File: src/rtl/wb_history_fwd.sv
// Writeback history buffer: keeps the last DEPTH retired writebacks and offers
// NREAD combinational forwarding lookups, youngest match first.
module wb_history_fwd #(
  parameter int WIDTH  = 32,
  parameter int DEPTH  = 2,
  parameter int NREAD  = 2,
  parameter bit BYPASS = 1'b0
) (
  input  logic                   clk,
  input  logic                   rst,
  input  logic                   i_whf_stall,
  input  logic                   i_whf_flush,
  input  logic [4:0]             i_whf_rdst,
  input  logic                   i_whf_reg_write_rf,
  input  logic [WIDTH-1:0]       i_whf_mux,
  input  logic [NREAD*5-1:0]     i_whf_rs,
  output logic [NREAD-1:0]       o_whf_hit,
  output logic [NREAD*WIDTH-1:0] o_whf_data,
  output logic [4:0]             o_whf_rdst,
  output logic                   o_whf_reg_write_rf,
  output logic [WIDTH-1:0]       o_whf_mux
);

  typedef struct packed {
    logic [4:0]       rdst;
    logic             valid;
    logic [WIDTH-1:0] data;
  } entry_t;

  entry_t hist_q [DEPTH];
  entry_t live;

  // Writes to r0 are architecturally discarded, so they never become valid.
  always_comb begin
    live.rdst  = i_whf_rdst;
    live.valid = i_whf_reg_write_rf && (i_whf_rdst != 5'd0);
    live.data  = i_whf_mux;
  end

  // NOTE: the history is a small register array, not a RAM, so every field is
  // reset to keep lookups and stage-0 outputs free of X; state uses <= only.
  always_ff @(posedge clk or posedge rst) begin
    if (rst) begin
      for (int k = 0; k < DEPTH; k++) hist_q[k] <= '0;
    end else if (i_whf_flush) begin
      for (int k = 0; k < DEPTH; k++) hist_q[k].valid <= 1'b0;
    end else if (!i_whf_stall) begin
      hist_q[0] <= live;
      for (int k = 1; k < DEPTH; k++) hist_q[k] <= hist_q[k-1];
    end
  end

  // Candidates are scanned oldest to youngest so the youngest match overwrites
  // any older shadowed copy; the live WB bus is scanned last when bypassing.
  // NOTE: hit/data get defaults before the loops so no latch is inferred.
  always_comb begin
    o_whf_hit  = '0;
    o_whf_data = '0;
    for (int p = 0; p < NREAD; p++) begin
      for (int k = DEPTH - 1; k >= 0; k--) begin
        if (hist_q[k].valid && (hist_q[k].rdst == i_whf_rs[p*5 +: 5])) begin
          o_whf_hit[p]                 = 1'b1;
          o_whf_data[p*WIDTH +: WIDTH] = hist_q[k].data;
        end
      end
      if (BYPASS && live.valid && (live.rdst == i_whf_rs[p*5 +: 5])) begin
        o_whf_hit[p]                 = 1'b1;
        o_whf_data[p*WIDTH +: WIDTH] = live.data;
      end
      if (i_whf_rs[p*5 +: 5] == 5'd0) begin
        o_whf_hit[p]                 = 1'b0;
        o_whf_data[p*WIDTH +: WIDTH] = '0;
      end
    end
  end

  // Stage-0 fields reproduce the legacy one-cycle-late writeback register.
  assign o_whf_rdst         = hist_q[0].rdst;
  assign o_whf_reg_write_rf = hist_q[0].valid;
  assign o_whf_mux          = hist_q[0].data;

endmodule

File: config.mk
export PLATFORM = sky130hd
export DESIGN_NAME = wb_history_fwd
export DESIGN_NICKNAME = d
export VERILOG_FILES = /design/src/rtl/wb_history_fwd.sv
export SDC_FILE = /design/constraint.sdc
export NUM_CORES = 1
export LEC_CHECK = 0
export CAP_MARGIN = 20
export CORE_MARGIN = 2
export CORE_UTILIZATION = 30
export CTS_CLUSTER_SIZE = 16
export DETAILED_ROUTE_END_ITERATION = 6
export PLACE_DENSITY = 0.67
export SLEW_MARGIN = 30
export SYNTH_ARGS = -nofsm -noshare
export SYNTH_HDL_FRONTEND = slang
export SYNTH_SLANG_ARGS = --single-unit
File: constraint.sdc
create_clock -name clk -period 3.4 [get_ports clk]
set_clock_uncertainty 0.2 [all_clocks]
set_input_delay 0.34 -clock clk [delete_from_list [all_inputs] [get_ports clk]]
set_output_delay 0.34 -clock clk [all_outputs]
set_load 0.1 [all_outputs]
==> out/qor_table.md <==
| Quantity | Value | Unit |
|---|---|---|
| IR Drop Worst-Case VDD | 0.000279 | V |
| Avg WL per Cell | 19.0 | um |
| DIE HEIGHT | 127 | um |
| Die Wd | 127 | um |
| RSZ-0062 raised after global routing | no | - |
| Final Non-Filler Cells | 705 | - |
| Type of the worst setup path | in -> out | - |
| Post-layout nets | 564 | - |
| Number of placed I/O pins | 156 | - |
| First-pass DRT Iterations | 4 | - |
| Parity-gate share of the synthesized area counting xor and xnor cells | 0.0383 | - |
| Proportion of layout cells with a drive suffix above 1 | 0.418 | - |
| Overall fraction of global-route tracks in use | 0.170 | - |
| Post-synthesis area per instance | 11.4 | um2 |
| Number of standard cells after synthesis | 403 | - |
| Instance count after placement with tap cells included | 689 | - |
| Setup TNS Final | 0 | ps |
| Number of clock buffers inserted by TritonCTS | 9 | - |
| Required time at the endpoint of the critical path | 2860 | ps |
| CTS clk-pin slew, worst paths | 60 | ps |
| Post-route clock period utilization | 0.949 | - |
| H-tree levels | 3 | - |
| Floorplan die area | 16300 | um2 |
| Most common library cell in the layout ignoring fill and taps | sky130_fd_sc_hd__clkdlybuf4s50_1 | - |
| Total Wirelength | 13400 | um |
| Leakage | 2.71 | nW |
| Clock net sink count | 76 | - |
| Total core area | 15000 | um2 |
| Arrival time reported for the critical path endpoint | 2690 | ps |
| Nets in the synthesized netlist | 455 | - |
| Total count of max-transition violations in the final report | 0 | - |
| Sequential area share after synthesis | 0.416 | - |
| Synthesized-area fraction occupied by adder cells | 0 | - |
| Net switching power of the design | 1.38 | mW |
| Average via count per standard cell | 5.28 | - |
| Final setup violation count | 0 | - |
| Int Pwr | 2.08 | mW |
| Total number of placement rows | 45 | - |
| Shortest clock period the worst path allows after layout | 3230 | ps |
| TritonCTS clock tree | yes | - |
| Warning count from the yosys run | 0 | - |
| Post-synthesis share of cell area spent on and, or, nand and nor gates | 0.0591 | - |
| Critical path peak fanout | 17 | - |
| Maxcap violations | 0 | - |
| Fraction of the mapped netlist area in compound gates | 0.198 | - |
| Part of the total power dissipated in the clock network | 0.285 | - |
| Via count of the first global-routing pass | 4071 | - |
| IO buf count | 155 | - |
| Final antenna diode count | 0 | - |
| Number of fill cells in the layout | 1329 | - |
| Starting utilization of the core area | 0.304 | - |
| Hold-fix buffer count after cts | 0 | - |
| Worst slew margin relative to its limit | 0.341 | - |
| DRC marker count from the first detailed-route iteration | 167 | - |
| Final setup slack of the worst path | 172 | ps |
| Detailed Place HPWL | 9420 | um |
| Number of nets with antenna violations after routing | 0 | - |
| Outcome | completed | - |
| Worst-Margin Slew | 985 | ps |
| Vias post-DR | 3725 | - |
| Critical Path Start Type | input pin | - |
| DRC viols | 0 | - |
| Sequential share of power | 0.365 | - |
| Top library cells by usage in the layout, fill and taps aside | sky130_fd_sc_hd__clkdlybuf4s50_1 (85), sky130_fd_sc_hd__dfrtp_1 (76), sky130_fd_sc_hd__mux2_2 (74), sky130_fd_sc_hd__buf_12 (67), sky130_fd_sc_hd__nand2_1 (39) | - |
| Class of the worst hold path | in -> async | - |
| Max frequency | 310 | MHz |
| Mux share of post-synthesis cell area | 0.184 | - |
| Antenna violations before repair | 0 | - |
| Post-Synthesis Cell Area | 4570 | um2 |
| Sort of element at the end of the critical path | output pin | - |
| Worst setup timing slack at the placement stage | 122 | ps |
| Area delta synth->final | 53.0 | % |
| GRT Residual Overflow | 0 | - |
| Pwr/cell area | 494 | nW/um2 |
| Unique masters post-synth | 32 | - |
| Clk buf depth | 2 | - |
| Skew-Pair Late Insertion Delay | 340 | ps |
| Switching share of power | 0.400 | - |
| Number of hold violations in the final report | 0 | - |
| FF+latch count, synth | 76 | - |
| Dominant combinational cell family by area after synthesis | compound AO/OA/AOI/OAI gates | - |
| Placer Congestion | 0.760 | - |
| Combinational fraction of design power | 0.350 | - |
| Wire length of the first global-routing pass | 21700 | um |
| Clk root buf | sky130_fd_sc_hd__clkbuf_16 | - |
| Pin count of the biggest net entering global routing | 55 | - |
==> cell usage after synthesis <==
master | number | area [um2]
sky130_fd_sc_hd__buf_2 | 16 | 80.1
sky130_fd_sc_hd__buf_4 | 40 | 300
sky130_fd_sc_hd__nand4_1 | 2 | 12.5
sky130_fd_sc_hd__and3_1 | 1 | 6.26
sky130_fd_sc_hd__nor4_2 | 1 | 12.5
sky130_fd_sc_hd__or4_4 | 1 | 11.3
sky130_fd_sc_hd__o211ai_1 | 1 | 7.51
sky130_fd_sc_hd__nor3_1 | 1 | 5.00
sky130_fd_sc_hd__or4_1 | 1 | 7.51
sky130_fd_sc_hd__a21oi_1 | 2 | 10.0
sky130_fd_sc_hd__or2_2 | 1 | 6.26
sky130_fd_sc_hd__buf_6 | 4 | 45.0
sky130_fd_sc_hd__inv_1 | 2 | 7.51
sky130_fd_sc_hd__nand2_1 | 39 | 146
sky130_fd_sc_hd__mux2i_1 | 1 | 10.0
sky130_fd_sc_hd__a211oi_2 | 1 | 12.5
sky130_fd_sc_hd__and2_1 | 2 | 12.5
sky130_fd_sc_hd__nor3_2 | 1 | 10.0
sky130_fd_sc_hd__xnor2_1 | 16 | 140
sky130_fd_sc_hd__o22ai_2 | 30 | 375
sky130_fd_sc_hd__dfrtp_1 | 76 | 1900
sky130_fd_sc_hd__o22ai_1 | 1 | 6.26
sky130_fd_sc_hd__clkbuf_1 | 12 | 45.0
sky130_fd_sc_hd__mux2_2 | 74 | 833
sky130_fd_sc_hd__o21ai_0 | 33 | 165
sky130_fd_sc_hd__and2_4 | 1 | 8.76
sky130_fd_sc_hd__or3_1 | 1 | 6.26
sky130_fd_sc_hd__xor2_1 | 4 | 35.0
sky130_fd_sc_hd__nor2_1 | 4 | 15.0
sky130_fd_sc_hd__a32o_1 | 32 | 320
sky130_fd_sc_hd__or4b_2 | 1 | 10.0
sky130_fd_sc_hd__o2bb2ai_1 | 1 | 8.76
==> repair_timing <==
item | in CTS | in global routing
buffers inserted | 0 | 0
setup endpoints to repair | 0 | 1
gates resized for setup | 0 | 0
==> power by group through the flow <==
stage                     logic (mW)  clock network (mW)  registers (mW)
after floorplan                 1.02                   0            1.22
after global placement          1.19                   0            1.26
after detailed placement        1.22                   0            1.28
after CTS                       1.22                1.02            1.26
after global routing            1.27                1.06            1.29
final                           1.21               0.986            1.26
==> flip-flops by register name (all words and copies together), names as in the netlist <==
signal,cells
hist_q,38
o_whf_mux,32
o_whf_rdst,5
o_whf_reg_write_rf,1
==> final cells by class <==
| cell class | count | area (um2) | area share |
|---|---|---|---|
| well taps | 188 | 235 | 0.0336 |
| repair buffers | 170 | 2330 | 0.332 |
| clock buffers | 10 | 239 | 0.0341 |
| inverters | 2 | 12.5 | 0.00179 |
| flip-flops and latches | 76 | 1900 | 0.272 |
| multi-input cells | 253 | 2220 | 0.317 |
| clock inverters | 6 | 63.8 | 0.00912 |
==> worst paths after layout <==
path                                from              to  slack, ps  cells after the start
max                          i_whf_rs[2]  o_whf_data[26]        170                      7
min                                  rst       hist_q[6]        210                      2
max reg2reg                o_whf_rdst[4]   o_whf_rdst[4]       2330                      1
min reg2reg                    hist_q[8]       hist_q[8]        330                      1
max in group asynchronous            rst      hist_q[33]       2170                      3
min in group clk               hist_q[8]       hist_q[8]        330                      1
==> metrics by stage <==
step / area (um2) / hold WS [ps] / util / total power, mW
after floorplan: 4580 / 203 / - / 2.23
after global placement: 6690 / 306 / 0.445 / 2.46
after detailed placement: 6700 / 320 / 0.445 / 2.50
after CTS: 7000 / 207 / 0.466 / 3.51
after global routing: 7000 / 252 / 0.466 / 3.62
final: 7000 / 206 / 0.466 / 3.46
==> worst max-delay path, stage by stage <==
cell	delay (ps)
sky130_fd_sc_hd__clkdlybuf4s50_1	550
sky130_fd_sc_hd__xnor2_1	140
sky130_fd_sc_hd__nand4_1	200
sky130_fd_sc_hd__a211oi_4	770
sky130_fd_sc_hd__buf_12	240
sky130_fd_sc_hd__a32o_1	240
sky130_fd_sc_hd__buf_12	190
==> routing by layer <==
layer,routed length (um),vias up,track usage
met4,256,0,0.0672
li1,-,1675,-
met5,0,-,0
met3,918,24,0.0536
met2,6430,135,0.279
met1,5780,1891,0.208
==> kinds of logic after synthesis <==
group                  after synthesis
AO/OA/AOI/OAI                      101
flip-flops                          76
multiplexers                        75
buffers and inverters               74
AND/OR/NAND/NOR                     57
XOR/XNOR                            20
(Power assumes the default switching activity.)
